File: src/rtl/sklansky_pkg.sv
// Shared types and constants for the Sklansky adder datapath and its frame accumulator.
package sklansky_pkg;

  localparam int DATA_W = 6;
  localparam int LEVELS = $clog2(DATA_W);
  localparam logic [DATA_W-1:0] SAT_VAL = 6'h3F;

  typedef enum logic {
    ACC  = 1'b0,
    DONE = 1'b1
  } state_t;

endpackage

File: src/rtl/sklansky_all.sv
// 6-bit Sklansky parallel-prefix adder (carry-in tied to zero), purely combinational.
module sklansky_all
  import sklansky_pkg::*;
(
  input  logic [DATA_W-1:0] i_x,
  input  logic [DATA_W-1:0] i_y,
  output logic [DATA_W-1:0] o_sum,
  output logic              o_cout
);

  logic [DATA_W-1:0] gen;
  logic [DATA_W-1:0] prp;
  logic [DATA_W-1:0] grp_g;
  logic [DATA_W-1:0] grp_p;

  // In-place prefix tree: at level l, the upper half of each 2^(l+1) group
  // merges with the topmost bit of the lower half, which this level never rewrites.
  always_comb begin
    gen   = i_x & i_y;
    prp   = i_x ^ i_y;
    grp_g = gen;
    grp_p = prp;
    for (int l = 0; l < LEVELS; l++) begin
      for (int i = 0; i < DATA_W; i++) begin
        if (((i >> l) & 1) == 1) begin
          grp_g[i] = grp_g[i] | (grp_p[i] & grp_g[((i >> l) << l) - 1]);
          grp_p[i] = grp_p[i] & grp_p[((i >> l) << l) - 1];
        end
      end
    end
    o_sum  = prp ^ {grp_g[DATA_W-2:0], 1'b0};
    o_cout = grp_g[DATA_W-1];
  end

endmodule

File: src/rtl/sklansky_frame_acc.sv
// Framed accumulator around sklansky_all with valid/ready result handshake.
// Optional macro SKLANSKY_FRAME_ACC_SAT_EN: saturate the sum at SAT_VAL instead of wrapping.
module sklansky_frame_acc
  import sklansky_pkg::*;
#(
  parameter int CNT_W = 4
) (
  input  logic              i_clk,
  input  logic              i_rst,
  input  logic              i_valid,
  output logic              o_ready,
  input  logic [DATA_W-1:0] i_data,
  input  logic              i_last,
  output logic              o_valid,
  input  logic              i_ready,
  output logic [DATA_W-1:0] o_sum,
  output logic              o_ovf,
  output logic [CNT_W-1:0]  o_cnt
);

  state_t            state, state_n;
  logic [DATA_W-1:0] acc, acc_n;
  logic              ovf, ovf_n;
  logic [CNT_W-1:0]  cnt, cnt_n;
  logic [DATA_W-1:0] sum_c;
  logic              carry_c;
  logic              accept;

  sklansky_all u_add (
    .i_x    (acc),
    .i_y    (i_data),
    .o_sum  (sum_c),
    .o_cout (carry_c)
  );

  always_ff @(posedge i_clk) begin
    if (i_rst) begin
      state <= ACC;
      acc   <= '0;
      ovf   <= 1'b0;
      cnt   <= '0;
    end else begin
      state <= state_n;
      acc   <= acc_n;
      ovf   <= ovf_n;
      cnt   <= cnt_n;
    end
  end

  always_comb begin
    state_n = state;
    acc_n   = acc;
    ovf_n   = ovf;
    cnt_n   = cnt;
    o_ready = 1'b0;
    o_valid = 1'b0;
    accept  = 1'b0;
    case (state)
      ACC: begin
        o_ready = 1'b1;
        accept  = i_valid;
        if (accept) begin
`ifdef SKLANSKY_FRAME_ACC_SAT_EN
          acc_n = carry_c ? SAT_VAL : sum_c;
`else
          acc_n = sum_c;
`endif
          ovf_n = ovf | carry_c;
          if (cnt != {CNT_W{1'b1}}) cnt_n = cnt + CNT_W'(1);
          if (i_last) state_n = DONE;
        end
      end
      DONE: begin
        o_valid = 1'b1;
        if (i_ready) begin
          acc_n   = '0;
          ovf_n   = 1'b0;
          cnt_n   = '0;
          state_n = ACC;
        end
      end
      default: state_n = ACC;
    endcase
  end

  assign o_sum = acc;
  assign o_ovf = ovf;
  assign o_cnt = cnt;

endmodule

File: config.mk
export PLATFORM = sky130hd
export DESIGN_NAME = sklansky_frame_acc
export DESIGN_NICKNAME = d
export VERILOG_FILES = /design/src/rtl/sklansky_pkg.sv /design/src/rtl/sklansky_all.sv /design/src/rtl/sklansky_frame_acc.sv
export SDC_FILE = /design/constraint.sdc
export NUM_CORES = 1
export LEC_CHECK = 0
export ABC_AREA = 1
export ABC_CLOCK_PERIOD_IN_PS = 1700
export CORE_MARGIN = 8
export CORE_UTILIZATION = 30
export CTS_CLUSTER_DIAMETER = 60
export DETAILED_ROUTE_END_ITERATION = 10
export GPL_TIMING_DRIVEN = 0
export SLEW_MARGIN = 15
export SYNTH_ARGS = -nofsm -noshare
export SYNTH_HDL_FRONTEND = slang
export SYNTH_SLANG_ARGS = --single-unit
File: constraint.sdc
create_clock -name i_clk -period 1.7 [get_ports i_clk]
set_input_delay 0.17 -clock i_clk [delete_from_list [all_inputs] [get_ports i_clk]]
set_output_delay 0.17 -clock i_clk [all_outputs]
set_load 0.005 [all_outputs]
== After elaboration in Yosys (flattened, before gate mapping) ==
Cells that the tools add are included.

* Register bits: 12
* Input port bits: 11
* Output and inout bits: 13
* Word-level logic and storage cells: 48

* $add $sub $neg: 1
* Equality and inequality tests: 4
* Multiplexer cells: 16
* Bitwise operators: 21
* Reduce and logical (&&, ||, !) cells: 2

{| class="wikitable"
|+ Operator list
! operator !! number
|-
| $mux 4 || 3
|-
| $mux 6 || 2
|-
| $pmux 6 s2 || 1
|-
| $xor 6x6->6 || 2
|-
| $and 1x1->1 || 9
|-
| $or 1x1->1 || 8
|-
| $pmux 4 s2 || 1
|-
| $mux 1 || 7
|-
| $and 6x6->6 || 1
|-
| $ne 2x2->1 const B || 3
|-
| $add 4x1->4 const B || 1
|-
| $ne 4x4->1 const B || 1
|-
| $pmux 1 s2 || 2
|-
| $reduce_and 3->1 || 1
|-
| $reduce_and 2->1 || 1
|-
| $not 1->1 || 1
|}

== Depth between registers and ports, before layout ==
* Depth in word-level cells: 10
* Mapped depth: 11

== By module ==
From an unflattened synthesis, not the netlist that was laid out.

* Cells, all modules: 92
* Area, all modules: 740.7 µm²

{| class="wikitable"
|+ By module, submodules not included
! module !! times used !! cells an instance !! area an instance (µm²)
|-
| sklansky_frame_acc || 1 || 69 || 543.0
|-
| sklansky_all || 1 || 23 || 197.7
|}

== Worst setup path before layout ==
No wires, ideal clock.

* Path type: reg-to-reg
* Start: register acc[0] (netlist: o_sum[0])
* End: register acc[4] (netlist: o_sum[4])
* Library setup time: 0.064 ns
* Arrival: 1.828 ns
* Required time: 1.636 ns
* Slack: -0.192 ns
* Cell stages (with the launch flop): 12
* Path buffers: 0
* Period minus slack after synthesis: 1.892 ns
* Path through: dfxtp_1 ha_1 inv_1 fa_1 inv_1 nand3_1 nand2_1 inv_1 fa_1 o22ai_1 inv_1 nor2_1

* Cells in the longest elaborated chain, start to end: 8

{| class="wikitable"
|+ Ends and longest elaborated chain
! element !! line !! source
|-
| start: declaration || sklansky_frame_acc.sv:22 || <nowiki>logic [DATA_W-1:0] acc, acc_n;</nowiki>
|-
| start signal: assignment || sklansky_frame_acc.sv:44 || <nowiki>acc <= acc_n;</nowiki>
|-
| $and 6x6->6 || sklansky_all.sv:19 || <nowiki>gen = i_x & i_y;</nowiki>
|-
| $and 1x1->1 || sklansky_all.sv:26 || <nowiki>grp_g[i] = grp_g[i] | (grp_p[i] & grp_g[((i >> l) << l) - 1]);</nowiki>
|-
| $or 1x1->1 || sklansky_all.sv:26 ||
|-
| $and 1x1->1 || sklansky_all.sv:26 ||
|-
| $or 1x1->1 || sklansky_all.sv:26 ||
|-
| $xor 6x6->6 || sklansky_all.sv:31 || <nowiki>o_sum = prp ^ {grp_g[DATA_W-2:0], 1'b0};</nowiki>
|-
| $mux 6 || sklansky_frame_acc.sv:62 || <nowiki>if (accept) begin</nowiki>
|-
| $pmux 6 s2 || sklansky_frame_acc.sv:58 || <nowiki>case (state)</nowiki>
|}

No other way between the ends. The select of a mux whose other input is x is not followed.
A chain may end at the register's enable or synchronous reset.

== Worst setup path in the final report ==
Ends and elaborated chain as after synthesis.

==> metrics.txt <==
end-of-flow core utilization=0.473; Worst Setup Path Type=reg2reg; Die Area=4200 sq um; Worst-Margin Slew=176 ps; maximum capacitance violations=0; via-per-instance ratio=4.58; Design Power=807 uW; Row Count=17; Hold Path Depth=2; first-pass GRT wire length=3.03 mm; Final Cell Area=1060 sq um; register area share after synthesis=0.336; drt pass-1 iters=4; simple-gate share of the synthesized area=0.224; Die H=64.8 um; clock skew=0.703 ps; critical-path maximum fanout=2; min Tclk post-route=1850 ps; failing checks=negative setup slack; Placer Congestion=0.760; RSZ-0062 raised after global routing=true; multiplexer share of the synthesized area=0; flop and latch count out of synthesis=12; RR Endpoint=o_sum[4]$_SDFFE_PP0P_; fin worst setup slack=-147 ps; Peak VDD IR=0.000547 V; diode count=0; CP arrival=2020 ps; Die X=64.8 um; top-area cell type share of the netlist area=0.336; largest net degree at the start of global routing=10; Fin Hold WS=157 ps; synthesized area=716 sq um; CP required=1870 ps; post-detail-place hpwl=1.33 mm; Synth area leader=dfxtp_1; Routed wire per std cell=11.5 um; antenna violations before repair=0; Leakage=0.000473 uW; Setup-failing EPs final=4; Layout area overhead=47.7%; Worst Hold End=o_sum[0]$_SDFFE_PP0P_; port bufs=22; total gr overflow=0; clock slew seen by the registers of the worst setup and hold paths=80 ps; Core Area=2230 sq um; root buffer cell=clkbuf_4; yosys warns=0; fraction of layout cells with a size suffix above 1=0.193; crit share post-route=1.09; R2R depth=11; DRC Markers=0; Reg2Reg Setup Slack=-150 ps; Hold Vio Cnt, Final=0; Placement Setup Slack=-526 ps; 1st-iter DRT viols=18; Final ANT Viol Nets=0; CP Launch Type=flip-flop; Syn Nets=111; Avg Inst Size Synth=7.86 sq um; Min-Delay Path Class=in2reg; TritonCTS Buffers=3; outcome=complete, but fails checks; later-pin clock latency in the skew report=280 ps; adder-cell share of the synthesized area=0.189; hold path startpoint=i_rst; clock sinks=12; Max Freq=542 MHz; Synth area leaders=dfxtp_1 34%, ha_1 10%, inv_1 10%; distinct cell type count after synthesis=17; Max Buffers Root-to-Sink=2; Synth Area in XOR/XNOR=0.0245; max-slew violations=0; routed wire length=1.69 mm; CP endpoint kind=flip-flop; Max-slew headroom=0.882; cells after synthesis=91; GRT Overall Usage=0.0881; largest family of logic cells by synthesized area=simple AND/OR/NAND/NOR gates; Vias=673; Initial Util=0.320; CTS tree=yes; post-synthesis compound-gate area fraction=0.110; reg2reg start=o_sum[0]$_SDFFE_PP0P_; IO Count=24; Post-CTS Hold Fix Bufs=0; H-tree depth=1; dpl cell area=975 sq um; vias in the first global route=727; Power Density=763 nW/um^2; NumNets Final=140; Critical path origin=o_sum[0]$_SDFFE_PP0P_
-- stage by stage --
step	TNS, ps	cells
2_1_floorplan	-172	91
6_report	-358	147
5_1_grt	-715	147
3_5_place_dp	-1670	141
4_1_cts	-454	147
3_3_place_gp	-1580	141
-- critical path: stages (launching register included) --
cell	delay [ps]
dfxtp_2	350
ha_4	130
inv_2	30
fa_2	330
inv_2	60
nand3_2	50
nand2_2	80
inv_2	40
fa_2	510
o22ai_1	70
inv_1	60
nor2_1	30
-- power by group --
group | internal, uW | total (uW) | switching [uW] | leakage [uW]
Sequential | 305 | 324 | 19.2 | 0.0000987
Combinational | 133 | 248 | 115 | 0.000353
Clock | 130 | 235 | 105 | 0.0000210
Total | 568 | 807 | 239 | 0.000473
-- Yosys cell counts --
cell	n
dfxtp_1	12
nand4_1	2
nand3_1	3
inv_1	20
a21oi_1	10
nand4_2	1
buf_2	1
nor3b_1	1
nor2_1	6
xnor2_1	2
o22ai_1	3
inv_2	1
ha_1	6
nand2_4	3
o21ai_1	2
fa_1	3
nand2_1	15
-- registers in the layout, indices dropped and copies added (netlist names) --
| register | cells |
|---|---|
| o_cnt | 4 |
| o_ovf | 1 |
| o_sum | 6 |
| state | 1 |
-- cells in the final DEF, fill, tap and decap left out --
master and n:
buf_2 1, nand3_1 2, dfxtp_2 1, nor3b_1 1, nor2_1 6, xnor2_1 1
nand4_1 2, nand2_1 14, nand2_2 1, dfxtp_1 11, o21ai_1 2, fa_2 3
clkbuf_8 1, ha_4 1, a21oi_1 10, inv_1 17, clkdlybuf4s50_1 21, nand4_2 1
xnor2_2 1, buf_4 2, o22ai_1 3, nand2_4 3, ha_1 5, inv_2 4
clkbuf_4 3, dlygate4sd2_1 1, nand3_2 1
-- layer usage --
layer | part of all wire | track usage | vias to the layer above
li1 | - | - | 345
met5 | 0 | 0 | -
met4 | 0.021 | 0.0545 | 0
met3 | 0.093 | 0.0395 | 6
met1 | 0.42 | 0.0925 | 305
met2 | 0.46 | 0.142 | 17
-- worst max-delay path by stage --
stage                       endpoint  depth (start not counted)
3_3_place_gp   o_sum[5]$_SDFFE_PP0P_                         12
3_5_place_dp   o_sum[4]$_SDFFE_PP0P_                         12
6_report       o_sum[4]$_SDFFE_PP0P_                         11
4_1_cts        o_sum[4]$_SDFFE_PP0P_                         11
2_1_floorplan  o_sum[4]$_SDFFE_PP0P_                         11
5_1_grt        o_sum[4]$_SDFFE_PP0P_                         11
-- logic make-up after synthesis --
kind of cell	Yosys count
buffers and inverters	22
AO/OA/AOI/OAI	15
XOR/XNOR	2
flip-flops	12
adder cells (fa/ha/maj)	9
AND/OR/NAND/NOR	31
-- cell type report --
class	instances	area (sq um)
well taps	28	35.0
multi-input cells	57	427
repair buffers	24	234
flip-flops and latches	12	241
clock buffers	4	36.3
plain buffers	1	5.00
inverters	21	78.8
fillers	225	1180
-- timing repair --
item,4_1_cts,5_1_grt
setup buffers,2,0
setup endpoints to repair,3,4
pin swaps,4,4
gates resized for setup,6,5
Power figures use the tool's default switching activity.
==> edit: new RTL, config.mk and constraints unchanged <==
The package constant `DATA_W` goes from 6 to 12.
--- a/src/rtl/sklansky_pkg.sv
+++ b/src/rtl/sklansky_pkg.sv
@@ -1,7 +1,7 @@
 // Shared types and constants for the Sklansky adder datapath and its frame accumulator.
 package sklansky_pkg;
 
-  localparam int DATA_W = 6;
+  localparam int DATA_W = 12;
   localparam int LEVELS = $clog2(DATA_W);
   localparam logic [DATA_W-1:0] SAT_VAL = 6'h3F;
 
Ports: changed (resized i_data and o_sum); port bits go from 24 to 36. The function was not compared with the original's and may differ.
==> edit against the original RTL <==
The flow still finishes with violations (setup timing). Setup slack worse by 0.18 ns. Sequential cell count up 6. Core utilization up 0.44 points. Synthesized area up 65%. Wire length up 82%. Power up 68%. Final area up 68%. Critical endpoint is now o_sum[8]$_SDFFE_PP0P_. Largest cell class unchanged. Largest power group is now combinational cells.
==> edit: results (changes against the original RTL) <==
[outcome]
run_status=complete, but fails checks  ; unchanged
failed_checks=setup timing  ; unchanged

[clock_tree]
cts_buffers=3  ; unchanged
post_cts_buffers=8  ; was 2
htree_num_levels=1  ; unchanged
cts_resized=8  ; was 6
cts_buffer_depth=2  ; unchanged
worstSkewPairLatency_ns=0.26  ; was 0.28 ns
root_buffer=clkbuf_8  ; was clkbuf_4
clkTransAtPathRegs_ns=0.07

[logic_synthesis]
yosysUniqueCellTypes=26  ; was 17
synth.area.top_cells=dfxtp_1, ha_1, nand2_1  ; was dfxtp_1, ha_1, inv_1
yosys-top-cells-count=nand2_1, inv_1, a21oi_1, dfxtp_1  ; was inv_1, nand2_1, dfxtp_1
synth_seq_area_share_pct=30.5  ; was 33.6%
synth-main-ff-cell=dfxtp_1  ; unchanged
synth_nets=191  ; was 111
yosys_warnings=0  ; unchanged
synth-async-reset-ratio_pct=0  ; unchanged

[layout]
fill_cells=376  ; was 225
antennaDiodeCount=0  ; unchanged
drive_gt1_share_pct=19.5  ; was 19.3%
finalNetCount=239  ; was 140
largest_register_ffs=12  ; was 6

[worst_setup_path]
crit_fanout=2  ; unchanged
startpoint=o_sum[0]$_SDFFE_PP0P_  ; unchanged
r2r_end=o_sum[8]$_SDFFE_PP0P_  ; was o_sum[4]$_SDFFE_PP0P_
arrival_ns=2.15  ; was 2.02 ns
r2r_cells=13  ; was 11
worst-setup-path-type=reg2reg  ; unchanged

[global_routing]
use_met1_pct=12.2  ; was 9.25%
grtUsageMet2_pct=16.2  ; was 14.2%
grt_pass1_wl_um=5040  ; was 3030 µm
grt_max_degree=11  ; was 10
antenna_found_initial=0  ; unchanged
grt_usage_pct=9.87  ; was 8.81%
grt_pass1_vias=1138  ; was 727
use_met3_pct=4.05  ; was 3.95%

[drt]
drt-pass1-iter-count=4  ; unchanged
avgViaCountPerCell=4.47  ; was 4.58
drtIter0Drc=74  ; was 18
wire_per_inst_um=12.2  ; was 11.5 µm

[pwr]
ir_drop_v=0.000660  ; was 0.000547 V
p_leak_nw=0.777  ; was 0.473 nW

[place]
port_buffers=35  ; was 22
hpwl_um=2210  ; was 1330 µm
gp_congestion=0.802  ; was 0.760

[sta]
worst_pin_slew_ns=0.465  ; was 0.176 ns
skew_ns=0.00239  ; was 0.000703 ns
setup_viol=9  ; was 4
worst_hold_slack_ns=0.454  ; was 0.157 ns
timing.final.ws_setup_ns=-0.325  ; was -0.147 ns

[min_path]
min_from=o_ovf$_SDFFE_PP0P_  ; was i_rst
min_path_cells=2  ; unchanged
worst_hold_path.endpoint=o_ovf$_SDFFE_PP0P_  ; was o_sum[0]$_SDFFE_PP0P_
hold_path_class=reg2reg  ; was in2reg

[edit: power breakdown]
group	internal [mW]	switching (mW)	total [mW]
clock	0.206	0.150	0.356
combinational	0.265	0.240	0.505
sequential	0.462	0.0348	0.497
total	0.933	0.424	1.36
[edit: critical path, cell delays in order, from the launching register on]
cell and delay (ns):
dfxtp_2 0.35, ha_4 0.12, inv_2 0.03, fa_2 0.33, inv_1 0.06, nand2_1 0.05, nand2_2 0.07, nand3_2 0.07
nand2_2 0.09, inv_2 0.05, fa_2 0.51, o22ai_1 0.07, inv_1 0.06, nor2_1 0.04
[edit: per-layer routing]
layer  vias up  part of all wire, %
met3         2                  7.4
met5         -                    0
li1        601                    -
met2        34                   45
met4         0                 0.32
met1       495                   47
[edit: per-stage QoR]
stage	instances	setup slack, ns	cell area [µm²]	utilization [%]	setup TNS, ns
2_1_floorplan	158	-0.229	1190	-	-0.665
3_3_place_gp	241	-0.700	1600	43.0	-4.36
3_5_place_dp	241	-0.701	1600	43.0	-4.46
4_1_cts	253	-0.311	1740	46.8	-1.78
5_1_grt	253	-0.413	1780	47.8	-3.06
6_report	253	-0.325	1780	47.8	-1.81
[edit: kinds of logic after synthesis]
group           synth area share [%]
compound gates                  15.4
buf+inv                         9.54
flops                           30.5
fa+ha+maj                       19.5
xor+xnor                        2.97
simple gates                    22.1
[edit: final cells by class]
| type | instances | area (µm²) | area share [%] |
|---|---|---|---|
| Clock buffer | 4 | 55.1 | 3.10 |
| Inverter | 29 | 109 | 6.13 |
| Multi-Input combinational cell | 110 | 773 | 43.6 |
| Buffer | 1 | 3.75 | 0.211 |
| Timing Repair Buffer | 43 | 413 | 23.3 |
| Tap cell | 48 | 60.1 | 3.38 |
| Sequential cell | 18 | 362 | 20.4 |
